## src/rtl/cursor_position_ctrl.sv

```systemverilog
// rtl/cursor_position_ctrl.sv - grid cursor position controller with hold-to-repeat
//
// Moves an (x,y) cursor over a GRID_W x GRID_H cell grid from four debounced
// direction buttons. A fresh press steps once. Holding a direction steps again
// after REPEAT_DELAY cycles, then every REPEAT_PERIOD cycles after that.
//
// Build option: define CURSOR_WRAP_EN for wrap-around at the grid edges;
// without it the cursor clamps at the edges.
//
// Ports:
//   clock      - system clock, all state on the rising edge
//   resetn     - synchronous active-low reset
//   btn_up     - request a step towards row 0
//   btn_down   - request a step towards row GRID_H-1
//   btn_left   - request a step towards column 0
//   btn_right  - request a step towards column GRID_W-1
//   home       - return the cursor to the grid centre; overrides the buttons
//   x_pos      - registered cursor column
//   y_pos      - registered cursor row
//   moved      - one-cycle pulse coincident with a new x_pos/y_pos value

module cursor_position_ctrl #(
  parameter int GRID_W        = 160,
  parameter int GRID_H        = 120,
  parameter int REPEAT_DELAY  = 25000000,
  parameter int REPEAT_PERIOD = 5000000
) (
  input  logic       clock,
  input  logic       resetn,
  input  logic       btn_up,
  input  logic       btn_down,
  input  logic       btn_left,
  input  logic       btn_right,
  input  logic       home,
  output logic [7:0] x_pos,
  output logic [7:0] y_pos,
  output logic       moved
);

  localparam int CNT_MAX = (REPEAT_DELAY > REPEAT_PERIOD) ? REPEAT_DELAY : REPEAT_PERIOD;
  localparam int CNT_W   = (CNT_MAX > 1) ? $clog2(CNT_MAX) : 1;

  localparam logic [CNT_W-1:0] DELAY_LOAD  = CNT_W'(REPEAT_DELAY - 1);
  localparam logic [CNT_W-1:0] PERIOD_LOAD = CNT_W'(REPEAT_PERIOD - 1);

  localparam logic [7:0] HOME_X = 8'(GRID_W / 2);
  localparam logic [7:0] HOME_Y = 8'(GRID_H / 2);

  // Highest legal coordinate, held as 9-bit signed so the sum of an 8-bit
  // coordinate and a -1/0/+1 step can be compared without wrapping.
  localparam logic signed [8:0] X_MAX = 9'(GRID_W - 1);
  localparam logic signed [8:0] Y_MAX = 9'(GRID_H - 1);

  typedef enum logic [1:0] {
    ST_IDLE,
    ST_DELAY,
    ST_REPEAT
  } state_e;

  state_e           state_q, state_d;
  logic [CNT_W-1:0] cnt_q, cnt_d;
  logic [3:0]       dir_q, dir_d;
  logic [7:0]       x_q, x_d;
  logic [7:0]       y_q, y_d;
  logic             moved_q, moved_d;

  logic [3:0]       dir;
  logic             dir_change;
  logic             step;
  logic signed [1:0] dx;
  logic signed [1:0] dy;

  // Apply a -1/0/+1 step to one coordinate and resolve the grid edge.
  function automatic logic [7:0] next_coord(input logic [7:0]        cur,
                                             input logic signed [1:0] d,
                                             input logic signed [8:0] maxv);
    logic signed [8:0] sum;
    logic [7:0]        res;
    sum = $signed({1'b0, cur}) + $signed({{7{d[1]}}, d});
`ifdef CURSOR_WRAP_EN
    if (sum[8]) begin
      res = maxv[7:0];
    end else if (sum > maxv) begin
      res = 8'd0;
    end else begin
      res = sum[7:0];
    end
`else
    if (sum[8]) begin
      res = 8'd0;
    end else if (sum > maxv) begin
      res = maxv[7:0];
    end else begin
      res = sum[7:0];
    end
`endif
    return res;
  endfunction

  assign dir        = {btn_up, btn_down, btn_left, btn_right};
  assign dir_change = (dir != dir_q);

  // Net step per axis; opposing buttons cancel.
  always_comb begin
    dx = 2'sd0;
    dy = 2'sd0;
    if (btn_right && !btn_left) begin
      dx = 2'sd1;
    end else if (btn_left && !btn_right) begin
      dx = -2'sd1;
    end
    if (btn_down && !btn_up) begin
      dy = 2'sd1;
    end else if (btn_up && !btn_down) begin
      dy = -2'sd1;
    end
  end

  // Repeat FSM: one shared down-counter times both the initial hold delay
  // and the repeat period.
  always_comb begin
    state_d = state_q;
    cnt_d   = cnt_q;
    step    = 1'b0;
    dir_d   = dir;

    if (home) begin
      // Forcing dir_q to zero makes a still-held button look like a fresh
      // press once home is released.
      dir_d   = 4'd0;
      state_d = ST_IDLE;
      cnt_d   = '0;
    end else begin
      case (state_q)
        ST_IDLE: begin
          if (dir_change && (dir != 4'd0)) begin
            step    = 1'b1;
            cnt_d   = DELAY_LOAD;
            state_d = ST_DELAY;
          end
        end
        ST_DELAY: begin
          if (dir == 4'd0) begin
            state_d = ST_IDLE;
          end else if (dir_change) begin
            step  = 1'b1;
            cnt_d = DELAY_LOAD;
          end else if (cnt_q == '0) begin
            step    = 1'b1;
            cnt_d   = PERIOD_LOAD;
            state_d = ST_REPEAT;
          end else begin
            cnt_d = cnt_q - 1'b1;
          end
        end
        ST_REPEAT: begin
          if (dir == 4'd0) begin
            state_d = ST_IDLE;
          end else if (dir_change) begin
            step    = 1'b1;
            cnt_d   = DELAY_LOAD;
            state_d = ST_DELAY;
          end else if (cnt_q == '0) begin
            step  = 1'b1;
            cnt_d = PERIOD_LOAD;
          end else begin
            cnt_d = cnt_q - 1'b1;
          end
        end
        default: begin
          state_d = ST_IDLE;
          cnt_d   = '0;
        end
      endcase
    end
  end

  // Position datapath; moved is registered alongside the new position so the
  // pulse lines up with the first cycle the new value is visible.
  always_comb begin
    x_d = x_q;
    y_d = y_q;
    if (home) begin
      x_d = HOME_X;
      y_d = HOME_Y;
    end else if (step) begin
      x_d = next_coord(x_q, dx, X_MAX);
      y_d = next_coord(y_q, dy, Y_MAX);
    end
    moved_d = (x_d != x_q) || (y_d != y_q);
  end

  always_ff @(posedge clock) begin
    if (!resetn) begin
      state_q <= ST_IDLE;
      cnt_q   <= '0;
      dir_q   <= 4'd0;
      x_q     <= HOME_X;
      y_q     <= HOME_Y;
      moved_q <= 1'b0;
    end else begin
      state_q <= state_d;
      cnt_q   <= cnt_d;
      dir_q   <= dir_d;
      x_q     <= x_d;
      y_q     <= y_d;
      moved_q <= moved_d;
    end
  end

  assign x_pos = x_q;
  assign y_pos = y_q;
  assign moved = moved_q;

endmodule
```

## config.mk

```make
export PLATFORM = sky130hd
export DESIGN_NAME = cursor_position_ctrl
export DESIGN_NICKNAME = d
export VERILOG_FILES = /design/src/rtl/cursor_position_ctrl.sv
export SDC_FILE = /design/constraint.sdc
export NUM_CORES = 1
export LEC_CHECK = 0
export BUFFER_PORTS_ARGS = -buffer_cell sky130_fd_sc_hd__buf_4
export CORE_MARGIN = 2
export CORE_UTILIZATION = 35
export CTS_CLUSTER_DIAMETER = 120
export DETAILED_ROUTE_END_ITERATION = 8
export PLACE_DENSITY = 0.59
export SYNTH_ARGS = -nofsm -noshare
export SYNTH_HDL_FRONTEND = slang
export SYNTH_SLANG_ARGS = --single-unit
```

## constraint.sdc

```tcl
create_clock -name clock -period 7.65 [get_ports clock]
set_input_delay 0 -clock clock [delete_from_list [all_inputs] [get_ports clock]]
set_output_delay 0 -clock clock [all_outputs]
set_load 0.02 [all_outputs]
```

==> Word-level counts from Yosys, hierarchy flattened <==
Index checks and enable logic that the tools add are counted.
{ "classes": {"n_reduce_logical": 18, "add_sub_neg": 3, "muxes": 30, "bitwise_logic": 1, "eq_ne": 10, "n_lt_le_gt_ge": 2} }
{ "op_table": {"columns": ["op", "n"], "rows": [
  ["2-to-1 mux 25 bit", 4],
  ["2-to-1 mux 8 bit", 8],
  ["case mux 25 bit (2 select lines)", 1],
  ["logical NOT 25 bit", 1],
  ["subtractor 25 x 1 -> 25 bit (second input constant)", 1],
  ["2-to-1 mux 2 bit", 10],
  ["adder 9 x 2 -> 9 bit", 2],
  ["!= test 8 bit", 2],
  ["greater-than comparator 9 x 8 -> 1 bit (second input constant)", 1],
  ["greater-than comparator 9 bit (second input constant)", 1],
  ["!= test 3 bit (second input constant)", 3],
  ["case mux 2 bit (3 select lines)", 1],
  ["logical AND 1 bit", 5],
  ["2-to-1 mux 1 bit", 5],
  ["logical NOT 1 bit", 4],
  ["logical NOT 4 bit", 1],
  ["!= test 2 bit (second input constant)", 2],
  ["!= test 4 bit", 1],
  ["AND reduction 4 bit", 1],
  ["nonzero test 4 bit", 1],
  ["OR reduction 2 bit", 2],
  ["== test 2 x 1 -> 1 bit (second input constant)", 1],
  ["== test 2 bit (second input constant)", 1],
  ["logical NOT 2 bit", 1],
  ["other kinds (4)", 4]
]} }
{ "word_totals": {"input_bits": 7, "ff_bits": 48, "elab_cells": 70, "out_inout_bits": 17} }

==> Logic depth before layout (Yosys ltp) <==
{ "logic_depth": {"depth_word": 12, "mapped_depth": 16} }

==> Worst setup path before layout <==
No wires, ideal clock.
{ "synth_path": {"kind": "register to register", "from": "reg y_q[1] (netlist: y_pos[1])", "to": "reg moved_q (netlist: moved)", "n_path_buf": 1, "arrival_time_ns": 3.181, "stages_incl_launch_ff": 13, "setup_slack_ns": 4.344, "synth_period_minus_slack_ns": 3.306, "required_ns": 7.525, "setup_ns": 0.125, "cell_sequence": "dfxtp_1 > buf_1 > xor2_1 > ha_1 > a21oi_1 > mux2i_1 > a21bo_2 > and2_1 > o221a_2 > o31ai_1 > a21oi_1 > a2111o_1 > o41a_1"} }
{ "synth_between": {"elab_chain_len": 8} }
{ "synth_rtl": {"columns": ["item", "line_no", "rtl"], "rows": [
  ["start, declared", "64", "logic [7:0] y_q, y_d;"],
  ["start signal, assigned", "206", "y_q <= y_d;"],
  ["adder 9 x 2 -> 9 bit", "79", "sum = $signed({1'b0, cur}) + $signed({{7{d[1]}}, d});"],
  ["greater-than comparator 9 x 8 -> 1 bit", "91", "end else if (sum > maxv) begin"],
  ["2-to-1 mux 8 bit", "91", null],
  ["2-to-1 mux 8 bit", "89", "if (sum[8]) begin"],
  ["2-to-1 mux 8 bit", "186", "end else if (step) begin"],
  ["2-to-1 mux 8 bit", "183", "if (home) begin"],
  ["!= test 8 bit *", "190", "moved_d = (x_d != x_q) || (y_d != y_q);"],
  ["logical OR 1 bit *", "190", null],
  ["end signal, assigned", "207", "moved_q <= moved_d;"],
  ["end, declared", "65", "logic moved_q, moved_d;"]
]} }
Every way passes the cells marked *; elsewhere a longest branch is shown, timed or not.
A chain may end at the register's enable or synchronous reset.

==> Worst setup path in the final report <==
{ "layout_path": {"from": "in btn_up", "to": "reg moved_q (netlist: moved)"} }
{ "layout_between": {"elab_chain_len": 11} }
{ "layout_rtl": {"columns": ["item", "line_no", "rtl"], "rows": [
  ["start, declared", "30", "input logic btn_up,"],
  ["logical AND 1 bit or logical NOT 1 bit (tied branches)", "114, 112", null],
  ["2-to-1 mux 2 bit or logical AND 1 bit (tied branches)", "114, 112", null],
  ["2-to-1 mux 2 bit", "112", "if (btn_down && !btn_up) begin"],
  ["adder 9 x 2 -> 9 bit", "79", null],
  ["greater-than comparator 9 x 8 -> 1 bit", "91", null],
  ["2-to-1 mux 8 bit", "91", null],
  ["2-to-1 mux 8 bit", "89", null],
  ["2-to-1 mux 8 bit", "186", null],
  ["2-to-1 mux 8 bit", "183", null],
  ["!= test 8 bit", "190", null],
  ["logical OR 1 bit *", "190", null]
]} }
Marked as above.

==> impl_metrics.py <==
metrics = {
    "status": {
        "status": "completed",
    },
    "logic_synthesis": {
        "synth_area_leaders": "dfxtp_1, a21oi_1, nor2_1",
        "postSynthCellCount": 572,
        "synth_edf_count": 0,
        "syn_area_sq_um": 4090,
        "synth_top_cell_area_share_pct": 23.5,
        "ys_ff_latch": 48,
        "synthFlopType": "dfxtp_1",
        "async_flop_share_pct": 0,
        "synth_area_leader_cell": "dfxtp_1",
        "synth_warnings": 0,
        "synth.distinct_cells": 70,
        "yosysSeqAreaShare_pct": 23.5,
        "synth_nets": 594,
        "syn_avg_cell_area_sq_um": 7.16,
    },
    "worst_setup_path": {
        "crit_arrival_ns": 4.12,
        "critical_path_peak_fanout": 20,
        "slowest_stage": "ha_1",
        "critPathKind": "in2reg",
        "crit_path_end_kind": "register",
        "crit_path_start_kind": "input port",
        "max_stage_delay_ns": 0.59,
        "path_cells": "dlygate4sd3_1 > buf_4 > ha_1 > or3b_1 > or4b_1 > a31oi_1 > nor4_1 > o221a_2 > o31ai_1 > a21oi_1 > a2111o_1 > o41a_1",
        "r2r_cells": 9,
        "worstPathRequired_ns": 7.83,
    },
    "power": {
        "internal_power_mw": 0.515,
        "power_density_nw_per_um2": 183,
        "ir_drop_uv": 82.8,
        "switchingPower_mw": 0.303,
        "leakage_nw": 1.68,
        "pwr-share-clk_pct": 27.5,
        "seq_power_share_pct": 37.0,
        "power_frac_comb_pct": 35.5,
        "swShare_pct": 37.1,
    },
    "clock_tree": {
        "htreeDepth": 2,
        "tritoncts": "built",
        "post_cts_buffers": 0,
        "clk_path_buf_depth": 2,
        "clock_latency_ns": 0.29,
        "clk_pin_slew_ns": 0.06,
        "ctsResizeCount": 0,
        "hold_buffers": 3,
        "clock_sinks": 48,
        "cts_made_buffers": 5,
        "cts-root-buf": "clkbuf_16",
    },
    "placed_design": {
        "portBuffers": 23,
        "place_congestion": 0.872,
        "hpwl_mm": 7.71,
        "dp_cells": 696,
        "place_area_sq_um": 4290,
    },
    "floorplan": {
        "pin_count": 24,
        "die_h_um": 112,
        "rows": 39,
        "core_area_sq_um": 11400,
        "dieArea_sq_um": 12600,
        "die_width_um": 112,
        "start_util_pct": 35.9,
    },
    "global_route": {
        "antenna_found_initial": 0,
        "grt_use_total_pct": 17.4,
        "grt_max_degree": 31,
        "grt_pass1_wl_mm": 18.5,
        "grt_pass1_vias": 3759,
        "overflow": 0,
    },
    "layout": {
        "final_cell_count_no_fill": 706,
        "nets": 585,
        "area_delta_synth_final_pct": 9.14,
        "drive_gt1_share_pct": 7.99,
        "diodes": 0,
        "design_area_sq_um": 4470,
    },
    "timing": {
        "worstMarginPinSlew_ns": 1.09,
        "rsz0062_at_grt": "false",
        "drv_slew": 0,
        "setup_tns_ns": 0,
        "fin_crit_sh_pct": 51.5,
        "finalSetupViolations": 0,
        "finalClockSkew_ns": 0.00564,
        "min_period_ns": 3.94,
        "fmax_ghz": 0.254,
        "finalHoldViolations": 0,
        "slew_headroom_pct": 27.5,
    },
    "route": {
        "wl_mm": 11.2,
        "drcViolationCount": 0,
        "dr.pass1.iters": 4,
        "vias": 4149,
        "drt-initial-drc-count": 357,
        "antenna_left": 0,
        "viasPerCell": 5.88,
        "post_drt_wl_per_cell_um": 15.8,
    },
    "run": {
        "maxCapViolations": 0,
    },
    "worst_hold_path": {
        "worstHoldPathType": "in2reg",
        "hold_depth": 3,
    },
}
layout by cell type, fill, tap and decap left out, types with 14 or more instances in the layout:
cell type	count
xnor2_1	24
nor2_1	72
a21oi_1	55
inv_1	21
nor3_1	29
nand3_1	14
ha_1	15
buf_4	24
o21ai_0	30
xor2_1	14
dfxtp_1	48
nand2_1	46
worst paths after layout:
path / startpoint / end / slack [ns]
setup / recovery: btn_up / moved$_SDFF_PN0_ / 3.71
hold / removal: btn_right / dir_q[0]$_SDFF_PP0_ / 0.02
setup reg to reg: state_q[0]$_SDFFE_PP0P_ / moved$_SDFF_PN0_ / 3.99
hold reg to reg: cnt_q[8]$_SDFFE_PP0P_ / cnt_q[8]$_SDFFE_PP0P_ / 0.51
logic make-up after synthesis:
family / Yosys count / synth area share (%)
compound gates: 163 / 25.9
xor+xnor: 40 / 9.23
fa+ha+maj: 15 / 4.58
buf+inv: 64 / 5.96
flops: 48 / 23.5
mux: 4 / 0.978
simple gates: 238 / 29.9
area by class of cell:
type | instances | area, sq um
inverters | 21 | 78.8
clock buffers | 6 | 139
fillers | 1199 | 6950
repair buffers | 27 | 210
clock inverters | 1 | 8.76
multi-input cells | 460 | 2890
flip-flops and latches | 48 | 961
well taps | 143 | 179
through the flow:
stage | setup WS (ns) | power, mW | utilization [%] | hold slack (ns)
floorplan | 4.34 | 0.522 | - | 0.140
global placement | 3.85 | 0.587 | 37.6 | 0.272
detailed placement | 3.77 | 0.593 | 37.6 | 0.277
CTS | 3.72 | 0.821 | 39.1 | 0.0165
global route | 3.45 | 0.867 | 39.1 | 0.0575
finish | 3.71 | 0.818 | 39.1 | 0.0199
Yosys cell counts (all sizes together), types with 15 or more instances:
cell type	number
inv	21
nand2	46
clkbuf	38
xnor2	24
a21oi	55
nor2	73
ha	15
o21ai	31
nor3	29
dfxtp	48
power groups by stage:
stage | Clock, mW | Sequential (mW) | Combinational (mW)
floorplan | 0 | 0.296 | 0.226
global placement | 0 | 0.307 | 0.281
detailed placement | 0 | 0.308 | 0.285
CTS | 0.231 | 0.302 | 0.288
global route | 0.238 | 0.306 | 0.323
finish | 0.225 | 0.303 | 0.290
routing by layer:
layer / track usage (%) / wire (um) / vias to the layer above
li1: - / - / 2053
met1: 24.5 / 5490 / 1986
met2: 28.2 / 5090 / 97
met3: 2.32 / 420 / 13
met4: 4.63 / 170 / 0
met5: 0 / 0 / -
state kept, by name, indices dropped and copies added, names as in the netlist:
name and count:
moved 1, cnt_q 25, x_pos 8, y_pos 8
dir_q 4, state_q 2
critical path, delay by kind of cell:
family                   cells  cell delay [ns]
adder cells (fa/ha/maj)      1             0.59
buffers and inverters        2             0.67
AND/OR/NAND/NOR              3             1.06
AO/OA/AOI/OAI                6             1.80
Power figures use the tool's default switching activity.
